## config.mk

```make
export PLATFORM = sky130hd
export DESIGN_NAME = reg_bus_router
export DESIGN_NICKNAME = d
export VERILOG_FILES = /design/src/rtl/reg_router_pkg.sv /design/src/rtl/reg_router_timer.sv /design/src/rtl/reg_bus_router.sv
export SDC_FILE = /design/constraint.sdc
export NUM_CORES = 1
export LEC_CHECK = 0
export ABC_AREA = 0
export ABC_CLOCK_PERIOD_IN_PS = 5000
export BUFFER_PORTS_ARGS = -buffer_cell sky130_fd_sc_hd__buf_2
export CAP_MARGIN = 20
export CORE_MARGIN = 3
export CORE_UTILIZATION = 46
export DETAILED_ROUTE_END_ITERATION = 10
export PLACE_DENSITY = 0.94
export SETUP_SLACK_MARGIN = 0.4
export SLEW_MARGIN = 20
export SYNTH_ARGS = -nofsm -noshare
export SYNTH_HDL_FRONTEND = slang
export SYNTH_HIERARCHICAL = 1
export SYNTH_SLANG_ARGS = --single-unit
```

## constraint.sdc

```tcl
create_clock -name app_clk -period 5 [get_ports app_clk]
set_clock_uncertainty 0.2 [all_clocks]
set_input_delay 0 -clock app_clk [delete_from_list [all_inputs] [get_ports app_clk]]
set_output_delay 0 -clock app_clk [all_outputs]
set_load 0.03 [all_outputs]
```

## src/rtl/reg_router_pkg.sv

```systemverilog
// ============================================================================
// reg_router_pkg : shared types, constants and helpers for reg_bus_router
// Revision 1.0
// ============================================================================
`default_nettype none

package reg_router_pkg;

  typedef enum logic [1:0] {
    ST_IDLE   = 2'd0,
    ST_ACCESS = 2'd1,
    ST_RESP   = 2'd2,
    ST_TURN   = 2'd3
  } state_e;

  localparam logic [31:0] DEFAULT_ERR_DATA = 32'hDEAD_0BAD;
  localparam int          MAX_SELW         = 8;

  // Select field is the top selw bits of an aw-bit byte address.
  function automatic logic [MAX_SELW-1:0] sel_of(input logic [31:0] addr,
                                                 input int          aw,
                                                 input int          selw);
    logic [31:0] shifted;
    shifted = addr >> (aw - selw);
    return MAX_SELW'(shifted & ((32'd1 << selw) - 32'd1));
  endfunction

endpackage

`default_nettype wire

```

## src/rtl/reg_router_timer.sv

```systemverilog
// ============================================================================
// reg_router_timer : saturating access counter with terminal-count flag
// Revision 1.0
// ============================================================================
`default_nettype none

module reg_router_timer #(
  parameter int TO_CYC = 255,
  parameter int CW     = 16
) (
  input  logic clk,
  input  logic rst_n,
  input  logic clr_i,
  input  logic en_i,
  output logic tc_o
);

  localparam logic [CW-1:0] c_term = CW'(TO_CYC - 1);
  localparam logic [CW-1:0] c_max  = '1;

  logic [CW-1:0] cnt_q;
  logic [CW-1:0] cnt_d;

  always_comb begin
    cnt_d = cnt_q;
    if (clr_i) begin
      cnt_d = '0;
    end else if (en_i && (cnt_q != c_max)) begin
      cnt_d = cnt_q + CW'(1);
    end
  end

  always_ff @(posedge clk or negedge rst_n) begin
    if (!rst_n) begin
      cnt_q <= '0;
    end else begin
      cnt_q <= cnt_d;
    end
  end

  assign tc_o = (cnt_q == c_term);

endmodule

`default_nettype wire

```

## src/rtl/reg_bus_router.sv

```systemverilog
// ============================================================================
// reg_bus_router : one-outstanding register-bus router, master -> NT targets
// Optional access timeout enabled by REG_ROUTER_TIMEOUT_EN.  Revision 1.0
// ============================================================================
`default_nettype none

module reg_bus_router
  import reg_router_pkg::*;
#(
  parameter int          NT       = 4,
  parameter int          AW       = 9,
  parameter int          SELW     = 3,
  parameter int          TO_CYC   = 255,
  parameter logic [31:0] ERR_DATA = DEFAULT_ERR_DATA
) (
  input  logic               app_clk,
  input  logic               reg_rstn,
  input  logic               reg_cs,
  input  logic               reg_wr,
  input  logic [AW-1:0]      reg_addr,
  input  logic [31:0]        reg_wdata,
  input  logic [3:0]         reg_be,
  output logic [31:0]        reg_rdata,
  output logic               reg_ack,
  output logic               reg_err,
  output logic [NT-1:0]      tgt_cs,
  output logic               tgt_wr,
  output logic [AW-SELW-1:0] tgt_addr,
  output logic [31:0]        tgt_wdata,
  output logic [3:0]         tgt_be,
  input  logic [NT*32-1:0]   tgt_rdata,
  input  logic [NT-1:0]      tgt_ack
);

  if (NT < 1 || NT > 8 || NT > (1 << SELW) || TO_CYC < 1 || TO_CYC > 65535) begin : g_cfg_check
    $error("reg_bus_router: illegal parameter combination");
  end

  localparam logic [SELW:0] c_nt_ext = (SELW + 1)'(NT);
  localparam logic [NT-1:0] c_cs_lsb = NT'(1);

  state_e             state_q;
  logic               pend_q;
  logic [SELW-1:0]    sel_q;
  logic [NT-1:0]      tgt_cs_q;
  logic               ack_q;
  logic               err_q;
  logic [31:0]        rdata_q;
  logic               wr_q;
  logic [AW-SELW-1:0] addr_q;
  logic [31:0]        wdata_q;
  logic [3:0]         be_q;

  logic               w_sel_ok;
  logic               w_ack_hit;
  logic [NT-1:0]      w_cs_onehot;
  logic [31:0]        w_rdata_sel;

  assign w_sel_ok    = ({1'b0, sel_q} < c_nt_ext);
  assign w_cs_onehot = c_cs_lsb << sel_q;
  // tgt_cs_q is one-hot on the selected channel, so masking rejects stray acks.
  assign w_ack_hit   = |(tgt_ack & tgt_cs_q);

  always_comb begin
    w_rdata_sel = '0;
    for (int i = 0; i < NT; i++) begin
      if (tgt_cs_q[i]) begin
        w_rdata_sel = w_rdata_sel | tgt_rdata[32*i +: 32];
      end
    end
  end

`ifdef REG_ROUTER_TIMEOUT_EN
  logic w_tc;

  reg_router_timer #(
    .TO_CYC (TO_CYC),
    .CW     (16)
  ) u_timer (
    .clk   (app_clk),
    .rst_n (reg_rstn),
    .clr_i (state_q == ST_IDLE),
    .en_i  (state_q == ST_ACCESS),
    .tc_o  (w_tc)
  );
`endif

  always_ff @(posedge app_clk or negedge reg_rstn) begin
    if (!reg_rstn) begin
      state_q  <= ST_IDLE;
      pend_q   <= 1'b0;
      sel_q    <= '0;
      tgt_cs_q <= '0;
      ack_q    <= 1'b0;
      err_q    <= 1'b0;
      rdata_q  <= '0;
      wr_q     <= 1'b0;
      addr_q   <= '0;
      wdata_q  <= '0;
      be_q     <= '0;
    end else begin
      ack_q <= 1'b0;
      err_q <= 1'b0;
      case (state_q)
        ST_IDLE: begin
          // First cycle latches the request, second cycle decodes it.
          if (pend_q) begin
            pend_q <= 1'b0;
            if (w_sel_ok) begin
              tgt_cs_q <= w_cs_onehot;
              state_q  <= ST_ACCESS;
            end else begin
              ack_q   <= 1'b1;
              err_q   <= 1'b1;
              rdata_q <= ERR_DATA;
              state_q <= ST_RESP;
            end
          end else if (reg_cs) begin
            pend_q  <= 1'b1;
            sel_q   <= SELW'(sel_of(32'(reg_addr), AW, SELW));
            wr_q    <= reg_wr;
            addr_q  <= reg_addr[AW-SELW-1:0];
            wdata_q <= reg_wdata;
            be_q    <= reg_be;
          end
        end
        ST_ACCESS: begin
          if (w_ack_hit) begin
            rdata_q  <= w_rdata_sel;
            tgt_cs_q <= '0;
            ack_q    <= 1'b1;
            state_q  <= ST_RESP;
          end
`ifdef REG_ROUTER_TIMEOUT_EN
          else if (w_tc) begin
            rdata_q  <= ERR_DATA;
            tgt_cs_q <= '0;
            ack_q    <= 1'b1;
            err_q    <= 1'b1;
            state_q  <= ST_RESP;
          end
`else
          // Without a timer the access only ends on the selected target's ack.
`endif
        end
        ST_RESP: begin
          state_q <= ST_TURN;
        end
        ST_TURN: begin
          state_q <= ST_IDLE;
        end
        default: begin
          state_q <= ST_IDLE;
        end
      endcase
    end
  end

  assign reg_rdata = rdata_q;
  assign reg_ack   = ack_q;
  assign reg_err   = err_q;
  assign tgt_cs    = tgt_cs_q;
  assign tgt_wr    = wr_q;
  assign tgt_addr  = addr_q;
  assign tgt_wdata = wdata_q;
  assign tgt_be    = be_q;

endmodule

`default_nettype wire

```

==> Yosys cells after proc, flatten, opt, wreduce, memory -nomap -nowiden <==
Index checks and enable logic that the tools add are counted.
{ "totals": {"ff_bits": 87, "output_inout_bits": 81} }
{ "classes": {"order_cmp": 1, "eq_ne": 7, "shifts": 1, "muxes": 23, "bitwise": 5, "n_reduce_logical": 7} }
{ "op_table": {"columns": ["cell", "n"], "rows": [
  ["$mux W32", 7],
  ["$or A32 B32 Y32", 3],
  ["$pmux W32 S2", 1],
  ["$mux W4", 3],
  ["$ne A2 B2 Y1 const B", 4],
  ["$pmux W2 S4", 1],
  ["$pmux W4 S2", 1],
  ["$reduce_and A4 Y1", 2],
  ["$mux W1", 6],
  ["$mux W2", 3],
  ["$and A4 B4 Y4", 1],
  ["$eq A2 B2 Y1 const B", 2],
  ["$reduce_or A4 Y1", 1],
  ["$shl A1 B3 Y4 const A", 1],
  ["$lt A3 B3 Y1 const B", 1],
  ["$reduce_and A3 Y1", 1],
  ["$eq A2 B1 Y1 const B", 1],
  ["$logic_not A2 Y1", 1],
  ["$pmux W1 S2", 1],
  ["$reduce_and A2 Y1", 1],
  ["$reduce_bool A2 Y1", 1],
  ["$not A1 Y1", 1]
]} }

==> Logic depth before layout (Yosys ltp) <==
{ "logic_depth": {"word_depth": 9, "depth_mapped": 8, "ltp_nobuf": 5} }

==> Worst setup path after synthesis <==
Ideal clock, no wire load.
{ "synth_path": {"kind": "flip-flop to flip-flop", "from": "register state_q[0]", "to": "register wdata_q[10] (netlist: tgt_wdata[10])", "setup_time_ns": 0.128, "arrival_ns": 1.567, "required_ns": 4.672, "path_slack_ns": 3.106, "stages_incl_launch_ff": 9, "n_path_buf": 3, "synth_period_minus_slack_ns": 1.894, "cell_sequence": "dfrtp_1 inv_1 ha_1 buf_2 nor2b_1 nand2_1 buf_4 buf_6 mux2_1"} }
{ "synth_between": {"elab_chain_len": 2} }
{ "synth_rtl": {"columns": ["item", "line", "source"], "rows": [
  ["start, declared", "reg_bus_router.sv:42", "state_e state_q;"],
  ["start signal, assigned", "reg_bus_router.sv:90", "state_q <= ST_IDLE;"],
  ["start signal, assigned", "reg_bus_router.sv:111", "state_q <= ST_ACCESS;"],
  ["start signal, assigned", "reg_bus_router.sv:116", "state_q <= ST_RESP;"],
  ["$logic_not A2 Y1", "reg_bus_router.sv:104", "case (state_q)"],
  ["$reduce_and A3 Y1 (no source line)", null, null],
  ["end signal, assigned", "reg_bus_router.sv:123", "wdata_q <= reg_wdata;"],
  ["end, declared", "reg_bus_router.sv:51", "logic [31:0] wdata_q;"]
]} }
Every way passes these cells.
A chain may end at the register's enable or synchronous reset.

==> Worst setup path in the final report <==
{ "layout_path": {"from": "register tgt_cs_q[2] (netlist: tgt_cs[2])", "to": "register state_q[1]"} }
{ "layout_between": {"elab_chain_len": 4} }
{ "layout_rtl": {"columns": ["item", "line", "source"], "rows": [
  ["start, declared", "reg_bus_router.sv:45", "logic [NT-1:0] tgt_cs_q;"],
  ["start signal, assigned", "reg_bus_router.sv:110", "tgt_cs_q <= w_cs_onehot;"],
  ["$and A4 B4 Y4", "reg_bus_router.sv:62", "assign w_ack_hit = |(tgt_ack & tgt_cs_q);"],
  ["$reduce_or A4 Y1", "reg_bus_router.sv:62", null],
  ["$ne A2 B2 Y1 (no source line)", null, null],
  ["$reduce_and A2 Y1 (no source line)", null, null]
]} }
Every way passes these cells.

==> metrics.csv <==
stage,metric,value,unit
floorplan,core_area,0.00876,sq mm
floorplan,die_w,101,microns
global_routing,met2_usage,57.2,%
clocking,cts-root-buf,clkbuf_8,
hold_path,hp-class,input pin to flop,
power_and_ir_drop,vdd_ir_drop_max,0.432,mV
routing,ant_nets,0,
power_and_ir_drop,p_per_area,628,mW/mm^2
critical_path,worstSetupEndpointType,flop,
global_routing,first_global_vias,4905,
critical_path,required,5.07,ns
clocking,clk_transition_reported_paths,0.09,ns
clocking,cts_setup_buffers,0,
placed_design,port-buffer-count,261,
critical_path,r2r-start,tgt_cs[2]$_DFFE_PN0P_,
routing,dr.pass1.iters,5,
timing,fin_tns_setup,0,ns
routing,detail_route.vias_per_cell,5.66,
clocking,cts_num_sinks,87,
synth,ys_seq_area_share,52.3,%
placed_design,hpwl,9.73,mm
floorplan,dieArea,0.0102,sq mm
floorplan,die_y,101,microns
critical_path,slowest_delay,0.63,ns
timing,worst_slew_pin_slew,1.08,ns
placed_design,finalWeightedCongestion,0.835,
routing,routed_wl,16.7,mm
critical_path,critPathLaunch,tgt_cs[2]$_DFFE_PN0P_,
timing,finalHoldViolCount,0,
power_and_ir_drop,power_leakage,3.45,nW
synth,ys.warnings.count,6,
clocking,cts_tree,yes,
global_routing,grt_use_met3,8.20,%
routing,vias,4577,
routing,drc,0,
routing,wl_per_cell,20.7,microns
floorplan,row_count,34,
timing,setup_viol,0,
synth,synth_top_area_cell,dfrtp_1,
global_routing,grt_usage,32.3,%
timing,fin_crit,2.63,ns
global_routing,grt_pass1_wl,25.5,mm
clocking,clk_latency,0.34,ns
critical_path,crit_slowest_cell,dlygate4sd3_1,
hold_path,min-delay-start,tgt_ack[2],
clocking,ctsHtreeMaxLevel,3,
run_status,status,"finished, final reports clean",
synth,synthCells,331,
global_routing,grt-ovfl-total,0,
timing,grt_setup_unrepaired,false,
cells_and_area,syn2layout_area_growth,64.2,%
clocking,post_cts_resized,0,
cells_and_area,finish.utilization,78.0,%
synth,synth.avg_cell_area,12.6,sq um
critical_path,crit_chain,buf_4 -> a22oi_4 -> dlygate4sd3_1 -> nand3_1 -> dlygate4sd3_1 -> a2bb2oi_1,
floorplan,ioPinCount,262,
synth,synth.top_cell.area_share,52.3,%
clocking,clockBufferDepth,2,
critical_path,cpMostUsedCell,dlygate4sd3_1,
clocking,holdBufCountCts,116,
clocking,cts_made_buffers,9,
global_routing,busiest_layer,met2,
global_routing,grt_max_degree,88,
critical_path,start_kind,flop,
synth,syn-cell-area,0.00416,sq mm
global_routing,grt_antenna_before_repair,1,
synth,synth_nets,515,
job,max-cap-violations,0,
synth,ys_seq_elements,87,
routing,first_iter_violations,178,
timing,relSlewSlack,28.3,%
timing,slew_violations,0,
cells_and_area,drive_gt1_share,42.4,%
timing,post-route-period-util,52.5,%
critical_path,path_class,flop to flop,
critical_path,crit_fanout,35,
synth,synthDistinctLibCells,37,
timing,fmaxAchievable,0.381,GHz
cells_and_area,final_nets,877,
floorplan,start_util,47.5,%
global_routing,gr-usage-met1,35.2,%
synth,synth_area_leaders,"dfrtp_1 (52%), mux2_1 (9.7%), mux2i_1 (7.7%)",
critical_path,arrival,2.69,ns
==> logic make-up (layout without fill, tap and decap cells) <==
| logic type | count (synthesis) | in the layout | share of synthesized area, % |
|---|---|---|---|
| AO/OA/AOI/OAI | 79 | 79 | 16.6 |
| flip-flops | 87 | 87 | 52.3 |
| multiplexers | 78 | 78 | 20.1 |
| adder cells (fa/ha/maj) | 3 | 3 | 0.902 |
| other | 0 | 2 | 0 |
| AND/OR/NAND/NOR | 46 | 46 | 4.96 |
| buffers and inverters | 38 | 405 | 5.14 |
==> worst max-delay path, delay by kind of cell (launching register included) <==
| kind | cells | cell delay [ns] |
|---|---|---|
| AOI/OAI and AO/OA | 2 | 0.41 |
| buffers and inverters | 3 | 1.49 |
| and+or+nand+nor | 1 | 0.09 |
| DFF | 1 | 0.37 |
==> worst paths after layout <==
kind / depth (start not counted) / endpoint / slack [ns]
min: 4 / tgt_cs[1]$_DFFE_PN0P_ / 0.11
min in group asynchronous: 2 / reg_rdata[18]$_DFFE_PN0P_ / 0.16
max: 6 / state_q[1]$_DFFE_PN0P_ / 2.37
min reg2reg: 1 / tgt_addr[2]$_DFFE_PN0P_ / 0.30
max reg2reg: 6 / state_q[1]$_DFFE_PN0P_ / 2.37
max in group asynchronous: 2 / tgt_cs[0]$_DFFE_PN0P_ / 3.90
==> metrics by stage <==
step           instance area [sq um]  total power, mW  setup WS, ns  std cells  hold WS (ns)
4_1_cts                         6820             4.20          2.39        806        0.0892
6_report                        6840             4.29          2.37        808         0.113
5_1_grt                         6840             4.52          2.30        807        0.0968
2_1_floorplan                   4160             2.70          3.11        331        -0.496
3_5_place_dp                    5460             3.32          2.40        674        0.0156
3_3_place_gp                    5460             3.22          2.56        674        0.0105
==> flip-flops by register name, summed over array words and instances (netlist names) <==
signal,count
pend_q,1
tgt_cs,4
reg_ack,1
tgt_addr,6
reg_err,1
tgt_be,4
tgt_wdata,32
state_q,2
reg_rdata,32
tgt_wr,1
sel_q,3
==> layout by cell type (no fill, tap or decap), types with 3 or more instances in the layout <==
| master | instances |
|---|---|
| dfrtp_1 | 87 |
| mux2_1 | 36 |
| a221oi_1 | 32 |
| mux2i_1 | 32 |
| dlygate4sd3_1 | 116 |
| inv_1 | 7 |
| buf_4 | 4 |
| clkbuf_8 | 10 |
| ha_1 | 3 |
| mux2_2 | 10 |
| a22o_1 | 32 |
| buf_2 | 260 |
| nand2_1 | 15 |
| nor2_1 | 19 |
==> cell usage after synthesis, drive strengths merged <==
library cell  instances
a22o                 32
a21oi                 1
o21bai                1
nand2                16
a221oi               32
nand3b                1
a22oi                 2
ha                    3
inv                   7
a2bb2oi               2
nand4b                1
nor2                 19
a221o                 1
o2bb2ai               1
nand3                 1
a31oi                 1
nor3                  1
and4b                 1
clkinv                1
o32ai                 2
buf                  16
mux2                 46
and3                  1
mux2i                32
or4                   1
a32oi                 1
dfrtp                87
or2                   1
nand2b                2
clkbuf               14
nor2b                 1
o21ai                 3
==> layout make-up <==
class / instances / area [sq um]
tap: 108 / 135
clock inverter: 6 / 67.6
clock buffer: 10 / 138
timing repair buffer: 381 / 2500
multi-input combinational: 206 / 1780
inverter: 8 / 30.0
antenna: 2 / 5.00
fill: 521 / 1930
sequential: 87 / 2180
==> layer usage <==
metal | vias up | wire length, microns
met2 | 294 | 8820
met1 | 2227 | 5790
met3 | 79 | 1340
met4 | 0 | 786
met5 | - | 0
li1 | 1977 | -
==> where the power goes <==
group          internal (mW)  switching (mW)  total (mW)  leakage, nW
logic                   1.08            1.46        2.54         2.31
clock network          0.248           0.264       0.512       0.0993
registers               1.03           0.206        1.24         1.04
total                   2.36            1.93        4.29         3.45
No activity file was read; power rests on OpenSTA's default activity.
